File: config.mk
export PLATFORM = sky130hd
export DESIGN_NAME = bt_rx_ctrl
export DESIGN_NICKNAME = d
export VERILOG_FILES = /design/src/rtl/bt_rx_ctrl.sv
export SDC_FILE = /design/constraint.sdc
export NUM_CORES = 1
export LEC_CHECK = 0
export CAP_MARGIN = 20
export CORE_ASPECT_RATIO = 1.2
export CORE_MARGIN = 5
export CORE_UTILIZATION = 55
export DETAILED_ROUTE_END_ITERATION = 10
export PLACE_DENSITY = 0.77
export SLEW_MARGIN = 20
export SYNTH_ARGS = -nofsm -noshare
export SYNTH_HDL_FRONTEND = slang
export SYNTH_SLANG_ARGS = --single-unit
File: constraint.sdc
create_clock -name clk -period 2.6 [get_ports clk]
set_input_delay 0.52 -clock clk [delete_from_list [all_inputs] [get_ports clk]]
set_output_delay 0.52 -clock clk [all_outputs]
set_load 0.1 [all_outputs]
File: src/rtl/bt_rx_ctrl.sv
// bt_rx_ctrl: Bluetooth UART receive-path controller.
//   Generates the divided bit clock for the serial receiver, captures each
//   byte the receiver flags as available into a small FIFO, and shares that
//   FIFO between two consumers with a round-robin request/grant handshake.
// Ports:
//   clk, rst_n        system clock (rising edge), async active-low reset
//   en                enables bit-clock generation and byte capture
//   clk_div           bit clock to receiver, period 2*HALF clk cycles
//   rx_avail, rx_data receiver byte-available flag and data byte
//   req0, req1        consumer read requests (level)
//   gnt0, gnt1        one-cycle grants; data_out valid while high
//   data_out          last popped byte, held until the next grant
//   count             FIFO occupancy
//   overrun, clr_ovr  sticky byte-dropped flag and its synchronous clear
module bt_rx_ctrl #(
  parameter int CLK_HZ = 50000000,
  parameter int BAUD   = 9600,
  parameter int DEPTH  = 4
) (
  input  logic                   clk,
  input  logic                   rst_n,
  input  logic                   en,
  output logic                   clk_div,
  input  logic                   rx_avail,
  input  logic [7:0]             rx_data,
  input  logic                   req0,
  input  logic                   req1,
  output logic                   gnt0,
  output logic                   gnt1,
  output logic [7:0]             data_out,
  output logic [$clog2(DEPTH):0] count,
  output logic                   overrun,
  input  logic                   clr_ovr
);

  localparam int HALF = CLK_HZ / (2 * BAUD);
  localparam int AW   = $clog2(DEPTH);
  localparam int DW   = (HALF > 1) ? $clog2(HALF) : 1;
  localparam logic [DW-1:0] DIV_LAST = DW'(HALF - 1);
  localparam logic [AW:0]   FULL_CNT = (AW + 1)'(DEPTH);

  typedef enum logic {ST_IDLE, ST_GRANT} state_t;

  logic [DW-1:0] div_cnt;
  logic          s1, s2, s3;
  logic [7:0]    mem [DEPTH];
  logic [AW-1:0] wr_ptr, rd_ptr;
  state_t        state;
  logic          last1;   // 1: consumer 1 was granted last
  logic          push, full, wr_en, ovf, pop, pick1;

  // Bit clock divider
  always_ff @(posedge clk or negedge rst_n) begin
    if (!rst_n) begin
      div_cnt <= '0;
      clk_div <= 1'b0;
    end else if (!en) begin
      div_cnt <= '0;
      clk_div <= 1'b0;
    end else if (div_cnt == DIV_LAST) begin
      div_cnt <= '0;
      clk_div <= ~clk_div;
    end else begin
      div_cnt <= div_cnt + 1'b1;
    end
  end

  // rx_avail synchronizer plus delay flop for rising-edge detection
  always_ff @(posedge clk or negedge rst_n) begin
    if (!rst_n) begin
      s1 <= 1'b0;
      s2 <= 1'b0;
      s3 <= 1'b0;
    end else begin
      s1 <= rx_avail;
      s2 <= s1;
      s3 <= s2;
    end
  end

  always_comb begin
    push  = s2 & ~s3 & en;
    full  = (count == FULL_CNT);   // pre-edge occupancy: a same-cycle pop does not make room
    wr_en = push & ~full;
    ovf   = push & full;
    pop   = (state == ST_IDLE) && (count != '0) && (req0 | req1);
    // lone requester wins; under contention the one not granted last wins
    pick1 = req1 & (~req0 | ~last1);
  end

  // Storage needs no reset: occupancy and pointers define validity
  always_ff @(posedge clk) begin
    if (wr_en) mem[wr_ptr] <= rx_data;
  end

  always_ff @(posedge clk or negedge rst_n) begin
    if (!rst_n) begin
      wr_ptr   <= '0;
      rd_ptr   <= '0;
      count    <= '0;
      overrun  <= 1'b0;
      state    <= ST_IDLE;
      gnt0     <= 1'b0;
      gnt1     <= 1'b0;
      data_out <= '0;
      last1    <= 1'b1;
    end else begin
      if (wr_en) wr_ptr <= wr_ptr + 1'b1;

      unique case ({wr_en, pop})
        2'b10:   count <= count + 1'b1;
        2'b01:   count <= count - 1'b1;
        default: count <= count;
      endcase

      if (ovf)          overrun <= 1'b1;
      else if (clr_ovr) overrun <= 1'b0;

      unique case (state)
        ST_IDLE: begin
          if (pop) begin
            rd_ptr   <= rd_ptr + 1'b1;
            data_out <= mem[rd_ptr];
            gnt0     <= ~pick1;
            gnt1     <= pick1;
            last1    <= pick1;
            state    <= ST_GRANT;
          end else begin
            gnt0 <= 1'b0;
            gnt1 <= 1'b0;
          end
        end
        ST_GRANT: begin
          gnt0  <= 1'b0;
          gnt1  <= 1'b0;
          state <= ST_IDLE;
        end
        default: state <= ST_IDLE;
      endcase
    end
  end

endmodule

# Yosys cells after proc, flatten, opt, wreduce, memory -nomap -nowiden
# Memory sizes are Yosys's and may differ from the RTL's. A register that Yosys moved wholly into a read port is not among the register bits.
# Cells that the tools add are included.
dict set report totals {
  regBits 28
  mem_bits_rw 32
  input_bits 15
  out_inout_bits 15
  wordCells 60
  memories 1
}
# name words word_bits read_ports rd_clocked_by_memory_dff write_ports line
set mem_list {}
lappend mem_list {mem 4 8 1 1 1 46} ;# logic [7:0] mem [DEPTH];
dict set report op_classes {
  n_addsub 5
  n_eq_ne 5
  muxes 15
  n_bitwise 14
  reduce_logical 7
}
# operator count
set ops {}
lappend ops {{12-bit two-way mux} 2}
lappend ops {{12-bit by 1-bit adder with 12-bit output (second input constant)} 1}
lappend ops {{12-bit equality test (second input constant)} 1}
lappend ops {{1-bit two-way mux} 9}
lappend ops {{1-bit NOT} 7}
lappend ops {{1-bit case mux with 2 select lines} 3}
lappend ops {{3-bit case mux with 2 select lines} 1}
lappend ops {{1-bit AND} 5}
lappend ops {{2-bit by 1-bit adder with 2-bit output (second input constant)} 2}
lappend ops {{2-bit nonzero test} 2}
lappend ops {{3-bit by 1-bit adder with 3-bit output (second input constant)} 1}
lappend ops {{3-bit equality test (second input constant)} 1}
lappend ops {{3-bit nonzero test} 1}
lappend ops {{3-bit by 1-bit subtractor with 3-bit output (second input constant)} 1}
lappend ops {{2-bit by 1-bit equality test with 1-bit output (second input constant)} 1}
lappend ops {{2-bit equality test (second input constant)} 1}
lappend ops {{1-bit logical AND} 2}
lappend ops {{2-bit by 1-bit inequality test with 1-bit output (second input constant)} 1}
lappend ops {{1-bit bitwise OR} 2}
lappend ops {{2-bit AND reduction} 1}
lappend ops {{1-bit zero test} 1}

# Depth between registers and ports, before layout
dict set report depth {
  ltp_word 6
  depth_mapped 9
  mapped_depth_nobuf 9
}

# Worst setup path after synthesis
# Ideal clock, no wire load.
dict set report synth_timing {
  kind {register to register}
  from {reg count[0]}
  to {reg count[2]}
  setup_ns 0.164
  t_arrival_ns 2.568
  required_ns 2.436
  slack_ns -0.132
  path_stages_with_launch 10
  path_buffers 1
  period_less_slack_ns 2.732
  cell_sequence {dfrtp_1 nor3_2 nor3_1 buf_2 ha_1 inv_1 fa_1 xor2_1 nor2_1 xor2_1}
}
dict set report synth_between {
  elab_chain_len 5
  elab_cells_between_ends 12
  classes_between {add/sub: 2; eq/ne: 3; mux: 1; bitwise: 2; reduce/logical: 4}
}
# item line
set synth_lines {}
lappend synth_lines {{from (decl)} 31} ;# output logic [$clog2(DEPTH):0] count,
lappend synth_lines {{from (signal assigned)} 111} ;# 2'b10: count <= count + 1'b1;
lappend synth_lines {{from (signal assigned)} 112} ;# 2'b01: count <= count - 1'b1;
lappend synth_lines {{from (signal assigned)} 113} ;# default: count <= count;
lappend synth_lines {{3-bit equality test or 3-bit nonzero test (tied branches)} {83, 86}}
lappend synth_lines {{1-bit NOT or 1-bit logical AND (tied branches)} {84, 86}}
lappend synth_lines {{1-bit AND or 1-bit logical AND (tied branches)} {84, 86}}
lappend synth_lines {{2-bit by 1-bit equality test with 1-bit output or 2-bit equality test (tied branches)} 110} ;# unique case ({wr_en, pop})
lappend synth_lines {{3-bit case mux with 2 select lines or 2-bit nonzero test (tied branches)} -}
# Parallel ways exist; a longest one is shown, timed or not.
# A chain may end at the register's enable or synchronous reset.

# Final worst setup path
dict set report layout_timing {
  from {in req1}
  to {reg count[2]}
}
dict set report layout_between {
  elab_chain_len 4
  elab_cells_between_ends 6
  classes_between {eq/ne: 2; mux: 1; bitwise: 1; reduce/logical: 2}
}
# item line
set layout_lines {}
lappend layout_lines {{from (decl)} 27} ;# input logic req1,
lappend layout_lines {{1-bit bitwise OR *} 86} ;# pop = (state == ST_IDLE) && (count != '0) && (req0 | req1);
lappend layout_lines {{1-bit logical AND *} 86}
lappend layout_lines {{2-bit by 1-bit equality test with 1-bit output or 2-bit equality test (tied branches)} 110}
lappend layout_lines {{3-bit case mux with 2 select lines or 2-bit nonzero test (tied branches)} -}
# Every way passes the cells marked *; elsewhere a longest branch is shown, timed or not.

==> metrics.md <==
| Metric | Value |
|---|---|
| Total grt overflow | 0 |
| Routed WL | approximately 4.7 mm |
| R2R Setup Slk | approximately 620 ps |
| Initial drt markers | 82 |
| Reg2Reg Depth | 8 |
| Critical Path AT | between 2000 and 2500 ps |
| Cells after Synth | 179 |
| Max VDD drop | between 0.7 and 0.8 mV |
| Fin. max-slew vios | 0 |
| Final hold vios | 0 |
| Syn nets | 201 |
| Die height | 87.99 µm |
| Worst min path class | flip-flop to flip-flop |
| WP data required | 2850 ps |
| CTS tree | yes |
| Crit start category | primary input |
| All-Layer GR Usage | between 10% and 20% |
| Post CTS Setup Buffer Count | 0 |
| Reg clk slew, reported paths | about 70 ps |
| Least-Margin Pin Slew | approximately 690 ps |
| Port buffer count | 29 |
| Final Util | 66.95% |
| Max_slew headroom | a little over half |
| Hold path startpoint | s1 |
| Via count | about 1600 |
| CTS buffer count | 9 |
| TNS Setup | 0 ps |
| Core Rows | 28 |
| Final min period | 2217 ps |
| Final #Nets | about 240 |
| Synthesized cell area | approximately 2800 µm² |
| Clk sink count | 68 |
| Avg WL per Cell | ~17 µm |
| Capture point of the worst reg-to-reg path | count[2] |
| Layout area overhead | 18.63% |
| R2r startpoint | count[0] |
| Unrepaired setup endpoints after global routing | no |
| First-pass GRT wire length | 7.907 mm |
| DPL Wire Length | 3.315 mm |
| Width of the die | ~75 µm |
| Ys Warns | 0 |
| Vias/cell | between 5 and 6 |
| Final period util | a little under nine tenths |
| H-tree Lvls | 3 |
| Vias in the first global route | between 1500 and 2000 |
| Flop and latch count out of synthesis | around 70 |
| Seq/Total Area, Yosys | between 60% and 70% |
| Hold-fix buffers, CTS | 0 |
| Initial antenna violation count | 0 |
| CTS max path bufs | 2 |
| Pwr dens | about 1200 nW/µm² |
| Most frequent cells in the layout | 32 x dfrtp_1, 32 x edfxtp_1, 19 x buf_4, 14 x clkdlybuf4s50_1, 10 x inv_1 |
| Final setup vio count | 0 |
| Ant. Diodes | 0 |
| CP Capture Type | flip-flop |
| Max cap viols | 0 |
| GP Congestion | between 0.8 and 0.9 |
| DRT antenna net count | 0 |
| WHS Endpoint | s2 |
| Hold depth | 0 |
| Critical path class | primary input to flip-flop |
| Run status | finished, final reports clean |
| Starting Density | approximately 56% |
| Pleak | around 1.3 nW |
| Die area | ~6600 µm² |
| Syn Area/Cell | 15.57 µm² |
| Io pins | 30 |
| Yosys cell types | 37 |
| DRC | 0 |
| Largest net degree at the start of global routing | 37 |
| Share of layout cells above drive strength 1 | approximately 25% |
| Clock Latency Late Sink | around 330 ps |
| F_max | ~450 MHz |
| Cts repair resizes | 0 |
| Clock Skews | around 7.5 ps |
| Core Region | ~4900 µm² |
| Drt pass-1 iters | 4 |
| Root buffer cell | clkbuf_8 |
| Crit-path max FO | 3 |
-- synth_stat cells, drive strengths merged --
cell type	count	area (µm²)
buf	3	21.27
o41ai	1	27.53
a21oi	8	40.04
mux2	9	101.4
o31ai	3	22.52
nand3	5	25.02
edfxtp	32	960.9
nand3b	1	7.510
nand4	2	18.77
or3	4	25.02
a2111oi	1	8.760
o21ai	5	25.02
or4b	1	13.76
o32ai	1	8.760
nor3	4	25.02
nor4b	1	8.760
nand2	6	22.52
mux4	8	180.2
nand2b	1	6.260
nand4bb	1	11.26
clkbuf	1	3.750
xnor2	3	26.28
fa	1	20.02
mux2i	2	20.02
dfrtp	35	875.8
nor4	1	6.260
inv	10	37.54
and2	4	25.02
ha	6	75.07
o22ai	1	6.260
or4	3	22.52
nor2	8	30.03
xor2	6	52.55
dfstp	1	26.28
-- worst max-delay path by stage --
stage | slack [ps] | start | end | cells past startpoint
2_1_floorplan | 200 | count[0] | count[2] | 9
3_3_place_gp | 220 | req1 | count[2] | 9
3_5_place_dp | 50 | req1 | count[2] | 9
4_1_cts | 400 | req1 | count[2] | 9
5_1_grt | 320 | req1 | count[2] | 9
6_report | 380 | req1 | count[2] | 9
-- sequential cells by signal, indices dropped and copies added (netlist names), 2 cells and up --
name / cells
data_out: 8
wr_ptr: 2
count: 3
div_cnt: 12
mem: 32
rd_ptr: 2
-- per-layer routing --
layer	vias up	GRT usage [%]	part of all wire, %
met5	-	0	0
met4	0	5.825	1.3
met3	9	5.166	4.1
met2	28	27.65	52
met1	798	19.52	42
li1	743	-	-
-- critical path, stage by stage --
cell	delay, ps
clkdlybuf4s50_1	510
nor2_1	90
nor3_1	230
ha_1	240
inv_1	70
fa_1	380
xor2_1	150
nor2_1	130
xor2_1	150
-- power by group --
| part | internal [W] | switching [W] | leakage (nW) |
|---|---|---|---|
| clock network | 0.000433 | 0.000363 | 0.0911 |
| registers | 0.00133 | 0.000195 | 0.738 |
| logic | 0.000496 | 0.00106 | 0.468 |
| total | 0.00226 | 0.00162 | 1.30 |
-- cells by family after synthesis --
group / after synthesis / share of synthesized area, %
adder cells (fa/ha/maj): 7 / 3.411
flip-flops: 68 / 66.83
AND/OR/NAND/NOR: 42 / 8.887
multiplexers: 19 / 10.82
XOR/XNOR: 9 / 2.828
buffers and inverters: 14 / 2.244
AO/OA/AOI/OAI: 20 / 4.982
-- cell type report --
cell class / instances / area, µm²
multi-input combinational: 97 / 862.1
sequential: 68 / 1867
timing repair buffer: 33 / 282.8
clock buffer: 10 / 127.6
clock inverter: 6 / 55.05
fill: 334 / 1633
tap: 60 / 75.07
inverter: 10 / 37.54
-- through the flow --
| stage | power, W | setup WS (ps) | hold slack (ps) | std cells | cell area (µm²) |
|---|---|---|---|---|---|
| 3_5_place_dp | 0.003122 | 46.40 | 349.7 | 268 | 3124 |
| 2_1_floorplan | 0.002745 | 197.2 | 224.4 | 179 | 2791 |
| 6_report | 0.003880 | 382.6 | 359.8 | 284 | 3307 |
| 5_1_grt | 0.004068 | 322.4 | 366.9 | 284 | 3307 |
| 4_1_cts | 0.003928 | 403.8 | 365.9 | 284 | 3307 |
| 3_3_place_gp | 0.003062 | 220.5 | 342.2 | 268 | 3124 |
Power figures use the tool's default switching activity.
